### src/rtl/uart_tx_if.sv
// AXI-Stream style byte sink for the UART transmitter.
// The source drives tdata/tvalid and holds them until tready is seen.
interface uart_tx_if #(
  parameter int DATA_BITS = 8
);
  logic [DATA_BITS-1:0] tdata;
  logic                 tvalid;
  logic                 tready;

  modport master (output tdata, output tvalid, input tready);
  modport slave  (input tdata, input tvalid, output tready);
endinterface

### src/rtl/uart_tx.sv
// UART transmitter: one-entry holding register, LSB-first framing, optional parity, gapless frames.
// Define UART_TX_STOP2_EN for two stop bits; the default build sends one stop bit.
//
// state    | meaning
// IDLE     | line high, waiting for a buffered byte
// START    | start bit (low)
// DATA     | data bits, LSB first
// PARITY_S | parity bit (skipped when PARITY is "none")
// STOP     | stop bit(s), high; tx_done on the final cycle
module uart_tx #(
  parameter int    CLK_FREQ  = 50_000_000,
  parameter int    BAUD      = 115200,
  parameter int    DATA_BITS = 8,
  parameter string PARITY    = "even"
) (
  input  logic      clk,
  input  logic      rst_n,
  uart_tx_if.slave  s_axis,
  output logic      tx,
  output logic      busy,
  output logic      tx_done
);

  localparam int BAUD_DIV = CLK_FREQ / BAUD;
  localparam int BCW      = $clog2(BAUD_DIV) + 1;
  localparam int BITW     = $clog2(DATA_BITS) + 1;
`ifdef UART_TX_STOP2_EN
  localparam int STOP_BITS = 2;
`else
  localparam int STOP_BITS = 1;
`endif
  localparam bit HAS_PARITY = (PARITY != "none");
  localparam bit ODD_PARITY = (PARITY == "odd");

  localparam logic [BCW-1:0]  BAUD_LAST = BCW'(BAUD_DIV - 1);
  localparam logic [BCW-1:0]  BAUD_PRE  = BCW'(BAUD_DIV - 2);
  localparam logic [BITW-1:0] DATA_LAST = BITW'(DATA_BITS - 1);
  localparam logic [BITW-1:0] STOP_LAST = BITW'(STOP_BITS - 1);

  typedef enum logic [2:0] {
    IDLE,
    START,
    DATA,
    PARITY_S,
    STOP
  } state_t;

  state_t               state;
  logic [DATA_BITS-1:0] hold;
  logic                 hold_valid;
  logic [DATA_BITS-1:0] shift;
  logic                 parity_bit;
  logic [BCW-1:0]       baud_cnt;
  logic [BITW-1:0]      bit_cnt;

  logic                 handshake;
  logic                 baud_end;
  logic                 stop_end;
  logic                 load;
  logic [DATA_BITS-1:0] shift_next;

  assign s_axis.tready = !hold_valid;
  assign busy          = (state != IDLE) || hold_valid;

  always_comb begin
    handshake  = s_axis.tvalid && !hold_valid;
    baud_end   = (baud_cnt == BAUD_LAST);
    stop_end   = (state == STOP) && baud_end && (bit_cnt == STOP_LAST);
    load       = hold_valid && ((state == IDLE) || stop_end);
    shift_next = shift >> 1;
  end

  always_ff @(posedge clk or negedge rst_n) begin
    if (!rst_n) begin
      state      <= IDLE;
      hold       <= '0;
      hold_valid <= 1'b0;
      shift      <= '0;
      parity_bit <= 1'b0;
      baud_cnt   <= '0;
      bit_cnt    <= '0;
      tx         <= 1'b1;
      tx_done    <= 1'b0;
    end else begin
      tx_done <= 1'b0;

      // A new byte may be accepted on the same edge the buffered one is consumed.
      if (handshake) begin
        hold       <= s_axis.tdata;
        hold_valid <= 1'b1;
      end else if (load) begin
        hold_valid <= 1'b0;
      end

      if (load) begin
        shift      <= hold;
        parity_bit <= (^hold) ^ ODD_PARITY;
      end

      case (state)
        IDLE: begin
          tx       <= 1'b1;
          baud_cnt <= '0;
          bit_cnt  <= '0;
          if (load) begin
            state <= START;
            tx    <= 1'b0;
          end
        end

        START: begin
          if (baud_end) begin
            baud_cnt <= '0;
            state    <= DATA;
            tx       <= shift[0];
          end else begin
            baud_cnt <= baud_cnt + BCW'(1);
          end
        end

        DATA: begin
          if (baud_end) begin
            baud_cnt <= '0;
            if (bit_cnt == DATA_LAST) begin
              bit_cnt <= '0;
              if (HAS_PARITY) begin
                state <= PARITY_S;
                tx    <= parity_bit;
              end else begin
                state <= STOP;
                tx    <= 1'b1;
              end
            end else begin
              bit_cnt <= bit_cnt + BITW'(1);
              shift   <= shift_next;
              tx      <= shift_next[0];
            end
          end else begin
            baud_cnt <= baud_cnt + BCW'(1);
          end
        end

        PARITY_S: begin
          if (baud_end) begin
            baud_cnt <= '0;
            state    <= STOP;
            tx       <= 1'b1;
          end else begin
            baud_cnt <= baud_cnt + BCW'(1);
          end
        end

        STOP: begin
          // Registered one cycle early so the pulse lands on the final stop cycle.
          tx_done <= (bit_cnt == STOP_LAST) && (baud_cnt == BAUD_PRE);
          if (baud_end) begin
            baud_cnt <= '0;
            if (bit_cnt == STOP_LAST) begin
              bit_cnt <= '0;
              if (load) begin
                state <= START;
                tx    <= 1'b0;
              end else begin
                state <= IDLE;
                tx    <= 1'b1;
              end
            end else begin
              bit_cnt <= bit_cnt + BITW'(1);
            end
          end else begin
            baud_cnt <= baud_cnt + BCW'(1);
          end
        end

        default: begin
          state <= IDLE;
          tx    <= 1'b1;
        end
      endcase
    end
  end

endmodule

### src/flat_wrapper.sv
// flat-port wrapper written by rule: the top's interface ports become plain ports
module uart_tx_flat 
#(
  parameter int    CLK_FREQ  = 50_000_000,
  parameter int    BAUD      = 115200,
  parameter int    DATA_BITS = 8,
  parameter string PARITY    = "    "
)
  (clk, rst_n, tx, busy, tx_done, s_axis_tdata, s_axis_tvalid, s_axis_tready);
  uart_tx_if #(.DATA_BITS(DATA_BITS)) s_axis_i ();
  input  logic clk;
  input  logic rst_n;
  output logic tx;
  output logic busy;
  output logic tx_done;
  input wire logic [$bits(s_axis_i.tdata)-1:0] s_axis_tdata;
  input wire logic [$bits(s_axis_i.tvalid)-1:0] s_axis_tvalid;
  output wire logic [$bits(s_axis_i.tready)-1:0] s_axis_tready;
  assign s_axis_i.tdata = s_axis_tdata;
  assign s_axis_i.tvalid = s_axis_tvalid;
  assign s_axis_tready = s_axis_i.tready;
  uart_tx #(.CLK_FREQ(CLK_FREQ), .BAUD(BAUD), .DATA_BITS(DATA_BITS), .PARITY(PARITY)) u_core (.clk(clk), .rst_n(rst_n), .s_axis(s_axis_i), .tx(tx), .busy(busy), .tx_done(tx_done));
endmodule
### config.mk
export PLATFORM = sky130hd
export DESIGN_NAME = uart_tx_flat
export DESIGN_NICKNAME = d
export VERILOG_FILES = /design/src/rtl/uart_tx_if.sv /design/src/rtl/uart_tx.sv /design/src/flat_wrapper.sv
export SDC_FILE = /design/constraint.sdc
export NUM_CORES = 1
export LEC_CHECK = 0
export BUFFER_PORTS_ARGS = -buffer_cell sky130_fd_sc_hd__buf_4
export CORE_MARGIN = 1.5
export CORE_UTILIZATION = 49
export DETAILED_ROUTE_END_ITERATION = 8
export PLACE_DENSITY = 0.67
export SLEW_MARGIN = 20
export SYNTH_ARGS = -nofsm -noshare
export SYNTH_HDL_FRONTEND = slang
export SYNTH_SLANG_ARGS = --single-unit
### constraint.sdc
create_clock -name clk -period 3.6 [get_ports clk]
set_input_delay 1.08 -clock clk [delete_from_list [all_inputs] [get_ports clk]]
set_output_delay 1.08 -clock clk [all_outputs]
set_load 0.03 [all_outputs]
==> impl_metrics.ini <==
[synth]
ys_top_cells_by_count = 36 x dfrtp_1, 14 x nor2_1, 13 x inv_1
yosysSeqAreaShare_pct = 43.69
yosysMostFrequentCell = dfrtp_1
postSynth.asyncResetShare_pct = 100.0
synth_fp_nets = 224
yosys_register_bits = 37
synth_area_leaders = dfrtp_1 42%, mux2_2 5.3%, xnor2_1 3.7%, a221o_1 3.3%, ha_1 2.9%
yosysUniqueCellTypes = 50
synth_edf_count = 0
netlist_instances = 208
synth.largest_area_cell = dfrtp_1
synth_area_um2 = 2122
synth_top_area_share_pct = 42.45
synth_ff_type = dfrtp_1
avgSynthCellArea_um2 = 10.20
synth_warnings = 0

[clock_network]
hold_buffers = 0
cts_root_buf = clkbuf_8
clock-sinks = 37
path_clk_slew_ns = 0.07
htree_num_levels = 2
cts_tree = yes
postCtsSetupBuffers = 0
clk_path_buf_depth = 2
cts_buffers = 5
clock_latency_ns = 0.29
cts.repair.resized = 0

[setup_path]
critical_path_class = reg2out
r2r_cells = 4
path_cells = nor2_1, nand3_1, buf_4
critical-path-slowest-cell = nor2_1
rrSetupSlack_ns = 1.22
slowest_delay_ns = 0.53
critical_path.max_fanout = 14
r2r-end = u_core.shift[2]
cp-start-kind = flop
endpoint_kind = output port
r2r-start = u_core.baud_cnt[3]
required_ns = 2.52
arrival_ns = 1.68

[power_and_ir_drop]
vdd_drop_max_mv = 0.3777
leakage_nw = 1.000
power_per_cell_area_nw_per_um2 = 662.8

[global_routing]
grt_usage_pct = 22.15
grt_max_degree = 38
antenna_found_initial = 0
grt_pass1_wl_um = 7714
grt_overflow = 0
grt_pass1_vias = 1629

[sta]
hold_slack_ns = 0.5263
final.min_clock_period_ns = 2.758
finalMaxSlewViolations = 0
slew_headroom_pct = 55.84
rsz0062_at_grt = false
fin_crit_sh_pct = 76.61
fmax_mhz = 362.6
timing.final.hold_violations = 0
final-setup-viol-count = 0
setup-tns-final_ns = 0
worst_pin_slew_ns = 0.6554
fin_ws_ns = 0.8422
skew_ns = 0.004242

[layout]
fillers = 372
syn2layout_area_growth_pct = 11.44
utilization_pct = 57.87
drive_above_1_share_pct = 17.65
fin_nets = 236
diodes = 0
multi_input_area_um2 = 1105
regArea_um2 = 927.1

[worst_hold_path]
whs_path_depth = 1
hold-path-endpoint = u_core.shift[5]
hold_path_class = reg2reg
hp-start = u_core.shift[6]

[placement]
io_buffers = 14
dp_slack_ns = 1.168
hpwlAfterDp_um = 3223
gp_congestion = 0.9731

[job]
drv_cap = 0

[detailed_routing]
vias_per_cell = 6.203
drt_first_pass_iters = 4
postRouteAntennaNets = 0
vias = 1681
drt_wl_total_um = 4456
drc_errors = 0
wl_per_cell_um = 16.44
drtIter0Drc = 213

[floorplan]
dieWidth_um = 68.81
row_count = 23
coreArea_um2 = 4086
die-area_um2 = 4734
die_h_um = 68.81
start_util_pct = 51.93
io_pins = 15

[status]
status = complete, no violations
[stage by stage]
step / instance area (um2) / power (mW) / instances
6_report: 2365 / 1.567 / 271
5_1_grt: 2365 / 1.672 / 271
4_1_cts: 2365 / 1.584 / 271
3_5_place_dp: 2248 / 1.205 / 263
3_3_place_gp: 2248 / 1.181 / 263
2_1_floorplan: 2122 / 1.089 / 208
[sequential cells by signal (all words and copies together) (netlist names)]
signal and flops:
u_core.baud_cnt 10, u_core.parity_bit 1, u_core.bit_cnt 4, u_core.hold_valid 1, u_core.tx_done 1, u_core.hold 8, u_core.tx 1, u_core.state 3
u_core.shift 8
[power by group]
group	switching, mW	total [mW]	internal (mW)
sequential	0.140	0.691	0.551
combinational	0.233	0.508	0.275
clock	0.143	0.368	0.226
[cell usage in the layout (no fill, tap or decap), types with 3 or more instances in the layout]
cell type and count:
o31ai_1 3, xnor2_1 9, xor2_1 3, ha_1 5
a22o_1 3, o21ai_0 7, and3_1 7, a21oi_1 9
nor3_1 3, inv_1 13, mux2_2 10, a221o_1 7
nand4_1 7, a31oi_1 3, nand2_1 8, nand3_1 8
clkbuf_8 6, nor3b_1 4, dfrtp_1 36, buf_4 14
nor2_1 14, and2_1 3
[logic make-up (layout without fill, tap and decap cells)]
logic type,count (synthesis),count (layout),synth area share (%)
adders and majority gates,7,7,3.892
AOI/OAI and AO/OA,48,48,17.69
buffers and inverters,22,35,4.245
and+or+nand+nor,72,72,20.22
DFF,37,37,43.69
xor gates and xnor gates,12,12,4.953
muxes,10,10,5.307
[how the worst max path moves through the flow]
stage | to | start | slack, ns
2_1_floorplan | busy | u_core.state[0] | 1.24
3_3_place_gp | busy | u_core.state[0] | 1.22
3_5_place_dp | busy | u_core.state[0] | 1.17
4_1_cts | busy | u_core.state[0] | 0.86
5_1_grt | busy | u_core.state[0] | 0.68
6_report | busy | u_core.state[0] | 0.84
[layout make-up]
class	count	area share (%)
Clock inverter	1	1.270
Timing Repair Buffer	14	4.444
Clock buffer	7	3.651
Multi-Input combinational cell	149	46.72
Tap cell	50	2.646
Inverter	13	2.063
Sequential cell	37	39.21
[worst max-delay path: cells and delay by family, from the launching register on]
family | cells | cell delay, ns
flip-flops | 1 | 0.52
buffers and inverters | 1 | 0.19
AND/OR/NAND/NOR | 2 | 0.67
[metal layers]
layer,wire length [um],global-route usage [%],vias up
li1,-,-,797
met1,2087,31.19,825
met2,2076,32.57,47
met3,186,4.870,12
met4,106,10.05,0
met5,0,0,-
(Power assumes the default switching activity.)
